File: src/rtl/arb_pkg.sv
// Shared arbitration constants and helpers for arbitrated datapath blocks.
package arb_pkg;

   localparam int ARB_FIXED = 0;
   localparam int ARB_RR    = 1;

   // Index width for an n-way select; never narrower than one bit.
   function automatic int sel_w(input int n);
      return (n > 1) ? $clog2(n) : 1;
   endfunction

endpackage

File: src/rtl/arb_rr.sv
// Request arbiter: one-hot grant plus encoded index, round-robin or fixed priority.
module arb_rr
   import arb_pkg::*;
#(
   parameter  int CHANNELS = 4,
   parameter  int RR_MODE  = ARB_RR,
   localparam int SEL_W    = sel_w(CHANNELS)
) (
   input  logic                clk,
   input  logic                rst_n,
   input  logic [CHANNELS-1:0] valid_i,
   input  logic                adv_i,
   output logic [CHANNELS-1:0] grant_o,
   output logic [SEL_W-1:0]    idx_o
);

   logic [SEL_W-1:0]    ptr_q, ptr_d;
   logic [CHANNELS-1:0] upper;
   logic [CHANNELS-1:0] pick;
   logic                found;

   // Requests at or above ptr win first; otherwise wrap to the lowest request.
   always_comb begin
      upper   = '0;
      grant_o = '0;
      idx_o   = '0;
      found   = 1'b0;
      for (int unsigned i = 0; i < CHANNELS; i++) begin
         upper[i] = valid_i[i] && (i >= 32'(ptr_q));
      end
      pick = (|upper) ? upper : valid_i;
      for (int unsigned i = 0; i < CHANNELS; i++) begin
         if (pick[i] && !found) begin
            found      = 1'b1;
            grant_o[i] = 1'b1;
            idx_o      = SEL_W'(i);
         end
      end
   end

   always_comb begin
      ptr_d = ptr_q;
      if (RR_MODE != ARB_FIXED && adv_i) begin
         if (32'(idx_o) == CHANNELS - 1) begin
            ptr_d = '0;
         end else begin
            ptr_d = idx_o + 1'b1;
         end
      end
   end

   always_ff @(posedge clk or negedge rst_n) begin
      if (!rst_n) begin
         ptr_q <= '0;
      end else begin
         ptr_q <= ptr_d;
      end
   end

endmodule

File: src/rtl/arb_mux.sv
// N-channel registered multiplexer with arbitration and valid/ready handshaking.
module arb_mux
   import arb_pkg::*;
#(
   parameter  int WIDTH    = 4,
   parameter  int CHANNELS = 4,
   parameter  int RR_MODE  = ARB_RR,
   localparam int SEL_W    = sel_w(CHANNELS)
) (
   input  logic                      clk,
   input  logic                      rst_n,
   input  logic [CHANNELS-1:0]       in_valid,
   input  logic [CHANNELS*WIDTH-1:0] in_data,
   output logic [CHANNELS-1:0]       in_ready,
   output logic                      out_valid,
   output logic [WIDTH-1:0]          out_data,
   output logic [SEL_W-1:0]          out_chan,
   input  logic                      out_ready
);

   logic                out_valid_q, out_valid_d;
   logic [WIDTH-1:0]    out_data_q,  out_data_d;
   logic [SEL_W-1:0]    out_chan_q,  out_chan_d;
   logic [CHANNELS-1:0] grant;
   logic [SEL_W-1:0]    grant_idx;
   logic [WIDTH-1:0]    sel_data;
   logic                load;
   logic                any_grant;

   arb_rr #(
      .CHANNELS (CHANNELS),
      .RR_MODE  (RR_MODE)
   ) u_arb (
      .clk     (clk),
      .rst_n   (rst_n),
      .valid_i (in_valid),
      .adv_i   (load && any_grant),
      .grant_o (grant),
      .idx_o   (grant_idx)
   );

   assign load      = !out_valid_q || out_ready;
   assign any_grant = |grant;
   // Gated by rst_n so no producer sees an accept while the block is held in reset.
   assign in_ready  = (load && rst_n) ? grant : '0;

   always_comb begin
      sel_data = '0;
      for (int unsigned i = 0; i < CHANNELS; i++) begin
         sel_data = sel_data | (in_data[i*WIDTH +: WIDTH] & {WIDTH{grant[i]}});
      end
   end

   always_comb begin
      out_valid_d = out_valid_q;
      out_data_d  = out_data_q;
      out_chan_d  = out_chan_q;
      if (load) begin
         out_valid_d = any_grant;
         if (any_grant) begin
            out_data_d = sel_data;
            out_chan_d = grant_idx;
         end
      end
   end

   always_ff @(posedge clk or negedge rst_n) begin
      if (!rst_n) begin
         out_valid_q <= 1'b0;
         out_data_q  <= '0;
         out_chan_q  <= '0;
      end else begin
         out_valid_q <= out_valid_d;
         out_data_q  <= out_data_d;
         out_chan_q  <= out_chan_d;
      end
   end

   assign out_valid = out_valid_q;
   assign out_data  = out_data_q;
   assign out_chan  = out_chan_q;

endmodule

File: config.mk
export PLATFORM = sky130hd
export DESIGN_NAME = arb_mux
export DESIGN_NICKNAME = d
export VERILOG_FILES = /design/src/rtl/arb_pkg.sv /design/src/rtl/arb_rr.sv /design/src/rtl/arb_mux.sv
export SDC_FILE = /design/constraint.sdc
export NUM_CORES = 1
export LEC_CHECK = 0
export CAP_MARGIN = 20
export CORE_ASPECT_RATIO = 0.75
export CORE_UTILIZATION = 35
export DETAILED_ROUTE_END_ITERATION = 7
export PLACE_DENSITY_LB_ADDON = 0.1
export SYNTH_ARGS = -nofsm -noshare
export SYNTH_HDL_FRONTEND = slang
export SYNTH_HIERARCHICAL = 1
export SYNTH_SLANG_ARGS = --single-unit
File: constraint.sdc
create_clock -name clk -period 1.8 [get_ports clk]
set_input_delay 0.36 -clock clk [delete_from_list [all_inputs] [get_ports clk]]
set_output_delay 0.36 -clock clk [all_outputs]
set_load 0.01 [all_outputs]
==> impl_table.tex <==
\begin{tabular}{lr}
\hline
Metric & Value \\
\hline
\multicolumn{2}{l}{\textbf{Floorplanning}} \\
Placeable Area & about 1800 um2 \\
Rows & 13 \\
Y dimension of the die & 39.6 um \\
\# IOs & 34 \\
Initial standard-cell utilization of the core & 37.6\% \\
Die span in x & 52.2 um \\
Full die area & 2070 um2 \\
\multicolumn{2}{l}{\textbf{Synthesis}} \\
Synth Net Count & 92 \\
Proportion of synthesized chip area in sequential cells & approximately a third \\
Synth Register Bits & 9 \\
Count of warnings emitted by yosys & 6 \\
Distinct cells, synth & 24 \\
Post-Synthesis Cell Area & around 660 um2 \\
Number of flops mapped to enable cells by yosys & 0 \\
Share of async-settable or async-resettable flops after synthesis & 100\% \\
Average cell area after synthesis & about 9.7 um2 \\
Gate count of the mapped netlist & 68 \\
Post-synth top flop & sky130\_fd\_sc\_hd\_\_dfrtp\_1 \\
\multicolumn{2}{l}{\textbf{Layout}} \\
Post-Layout Cell Count & 160 \\
Commonest non-fill, non-tap cells in the layout & sky130\_fd\_sc\_hd\_\_buf\_4, sky130\_fd\_sc\_hd\_\_clkdlybuf4s50\_1, sky130\_fd\_sc\_hd\_\_buf\_6 \\
Layout overhead on the synthesized area & 115\% \\
Most common cell after layout, fill and taps aside & sky130\_fd\_sc\_hd\_\_buf\_4 \\
Fraction of layout instances using a drive strength above 1 & 52.2\% \\
\# fillers & 112 \\
Number of nets at the end of the flow & 163 \\
Count of antenna diodes in the layout & 0 \\
\multicolumn{2}{l}{\textbf{Worst setup path}} \\
Startpoint types & flop \\
Endpoint kind of the worst setup timing path & flop \\
Required time at the endpoint of the critical path & 1.94 ns \\
Crit path kind & flop to flop \\
Maximum fanout encountered on the critical timing path & 4 \\
Length in cells of the worst reg-to-reg path & 10 \\
Arrival time at the worst endpoint & 2.17 ns \\
\multicolumn{2}{l}{\textbf{Global routing}} \\
Overflow left after global routing & 0 \\
Initial antenna violation count & 0 \\
Global-route wire length before repair & 3450 um \\
Total track usage & 24.3\% \\
Maximum number of pins on one net before global-route repair & 10 \\
Vias in the first global route & 755 \\
\multicolumn{2}{l}{\textbf{Detailed routing}} \\
Final routed wire length divided by cell count & 17.5 um \\
Routed wl met2 & about 1400 um \\
Top Metal Used & met4 \\
Routed WL & 2800 um \\
Detailed-route via count & 868 \\
DRT met1 WL & between 1000 and 1500 um \\
Routed wl met3 & 152 um \\
Routed Antenna Nets & 0 \\
DR iter-0 viols & 23 \\
Vias per std cell & between 5 and 6 \\
Count of TritonRoute iterations in the first routing pass & 4 \\
Residual DRC count & 0 \\
\multicolumn{2}{l}{\textbf{Clock tree}} \\
Clock transition time at the flip-flop clock pins of the worst setup and hold paths & 0.06 ns \\
Htree depth & 1 \\
Clk\_lat worst skew & around 0.26 ns \\
Maximum clock path buffer count & 2 \\
Total number of clock tree sinks & 9 \\
Post-CTS Hold Buffers & 0 \\
Num CTS Buffers & 3 \\
Clock tree from TritonCTS & built \\
Root Buffer & sky130\_fd\_sc\_hd\_\_clkbuf\_4 \\
\multicolumn{2}{l}{\textbf{STA}} \\
Number of slew-limit violations in the final report & 0 \\
Unrepaired setup endpoints after global routing & yes \\
Time the final worst path needs with I/O delays and setup & 2.02 ns \\
Worst Slack Setup Final & -0.224 ns \\
Maximum clock rate & 494 MHz \\
Endpoints failing setup & 12 \\
Relative slew margins & 75.5\% \\
Hold Violations, Final & 0 \\
Setup total negative slack & -1.86 ns \\
Final Cycle Share & 112\% \\
Worst hold slack across all endpoints & between 0.5 and 0.6 ns \\
Measured slew at the worst slew-check pin & approximately 0.37 ns \\
Post-Route Skew & 0.00765 ns \\
\multicolumn{2}{l}{\textbf{Run status}} \\
Violated checks & negative setup slack \\
Status & finished with violations \\
\multicolumn{2}{l}{\textbf{Worst hold path}} \\
Worst hold path stage count & 1 \\
Class of the tightest hold or removal check & flop to flop \\
\multicolumn{2}{l}{\textbf{Power}} \\
Worst IR drop on VDD & 948 uV \\
LEAKAGE & between 0.6 and 0.7 nW \\
P per Cell Area & approximately 1500 nW/um2 \\
\multicolumn{2}{l}{\textbf{Place}} \\
Number of cells after detailed placement & 146 \\
Placed wire-length estimate & 1640 um \\
Routability congestion estimate from global placement & 0.755 \\
Buffers added on ports & 33 \\
\multicolumn{2}{l}{\textbf{Job}} \\
MaxCap Viol Count & 0 \\
\hline
\end{tabular}
[logic make-up after synthesis]
kind of cell / after synthesis / synth area share (%)
adder cells (fa/ha/maj): 1 / 1.89
AO/OA/AOI/OAI: 23 / 26.3
AND/OR/NAND/NOR: 25 / 21.6
multiplexers: 6 / 13.6
flip-flops: 9 / 34.1
buffers and inverters: 4 / 2.46
[layout make-up]
| type | instances | area (um2) | share of cell area (%) |
|---|---|---|---|
| Timing Repair Buffer | 67 | 612 | 43.1 |
| Tap cell | 22 | 27.5 | 1.94 |
| Multi-Input combinational cell | 55 | 512 | 36.0 |
| Inverter | 3 | 16.3 | 1.15 |
| Sequential cell | 9 | 226 | 15.9 |
| Clock buffer | 4 | 26.3 | 1.85 |
[stage by stage]
stage / setup WS [ns] / instance area, um2 / utilization (%) / total power, mW
2_1_floorplan: 0.0136 / 671 / - / 0.971
5_1_grt: -0.250 / 1420 / 80.8 / 2.19
3_5_place_dp: -0.680 / 1200 / 68.5 / 1.50
4_1_cts: -0.0774 / 1290 / 73.5 / 1.77
3_3_place_gp: -0.648 / 1200 / 68.5 / 1.49
6_report: -0.224 / 1420 / 80.8 / 2.08
[synthesized netlist by cell type (2+ instances only)]
| library cell | n | area, um2 |
|---|---|---|
| sky130_fd_sc_hd__a21oi_1 | 5 | 25.0 |
| sky130_fd_sc_hd__a22oi_1 | 8 | 60.1 |
| sky130_fd_sc_hd__and2_1 | 2 | 12.5 |
| sky130_fd_sc_hd__and3_1 | 3 | 18.8 |
| sky130_fd_sc_hd__dfrtp_1 | 9 | 225 |
| sky130_fd_sc_hd__inv_2 | 2 | 7.51 |
| sky130_fd_sc_hd__mux2_4 | 6 | 90.1 |
| sky130_fd_sc_hd__nand2_1 | 8 | 30.0 |
| sky130_fd_sc_hd__nand2b_1 | 5 | 31.3 |
| sky130_fd_sc_hd__nor2_1 | 3 | 11.3 |
| sky130_fd_sc_hd__o221a_1 | 2 | 22.5 |
| sky130_fd_sc_hd__o22ai_1 | 3 | 18.8 |
[power breakdown]
group | internal (mW) | total [mW] | switching [mW]
Combinational | 0.922 | 1.55 | 0.629
Sequential | 0.306 | 0.378 | 0.0714
Clock | 0.0853 | 0.153 | 0.0681
Total | 1.31 | 2.08 | 0.769
[repair_timing]
item | 4_1_cts | 5_1_grt
buffers inserted | 5 | 6
endpoints found under the setup margin | 13 | 12
pin swaps | 5 | 6
cloned | 0 | 0
gates resized for setup | 28 | 29
[critical path, stage by stage (launching register included)]
cell                       delay (ns)
sky130_fd_sc_hd__dfrtp_1         0.41
sky130_fd_sc_hd__buf_6           0.13
sky130_fd_sc_hd__nand2b_4        0.14
sky130_fd_sc_hd__a21oi_2         0.14
sky130_fd_sc_hd__o22ai_1         0.08
sky130_fd_sc_hd__and2_4          0.15
sky130_fd_sc_hd__buf_6           0.11
sky130_fd_sc_hd__buf_4           0.14
sky130_fd_sc_hd__a22oi_1         0.21
sky130_fd_sc_hd__nand2_1         0.12
sky130_fd_sc_hd__mux2_4          0.28
[layer usage]
layer	global-route usage (%)	vias to the layer above
li1	-	405
met1	28.4	421
met2	43.3	36
met3	8.14	6
met4	5.92	0
met5	0	-
[flip-flops by register name, summed over array words and instances, names as in the netlist]
name,cells
out_valid,1
out_chan,2
u_arb/ptr_q,2
out_data,4
[path summary, 6_finish.rpt]
kind / start / endpoint / slack, ns
max: u_arb/ptr_q[0] / out_data[1] / -0.22
max in group asynchronous: rst_n / u_arb/ptr_q[1] / 1.09
min reg2reg: out_data[2] / out_data[2] / 0.51
max reg2reg: u_arb/ptr_q[0] / out_data[1] / -0.22
min in group asynchronous: rst_n / out_data[1] / 0.57
min: out_data[2] / out_data[2] / 0.51
No activity file was read; power rests on OpenSTA's default activity.
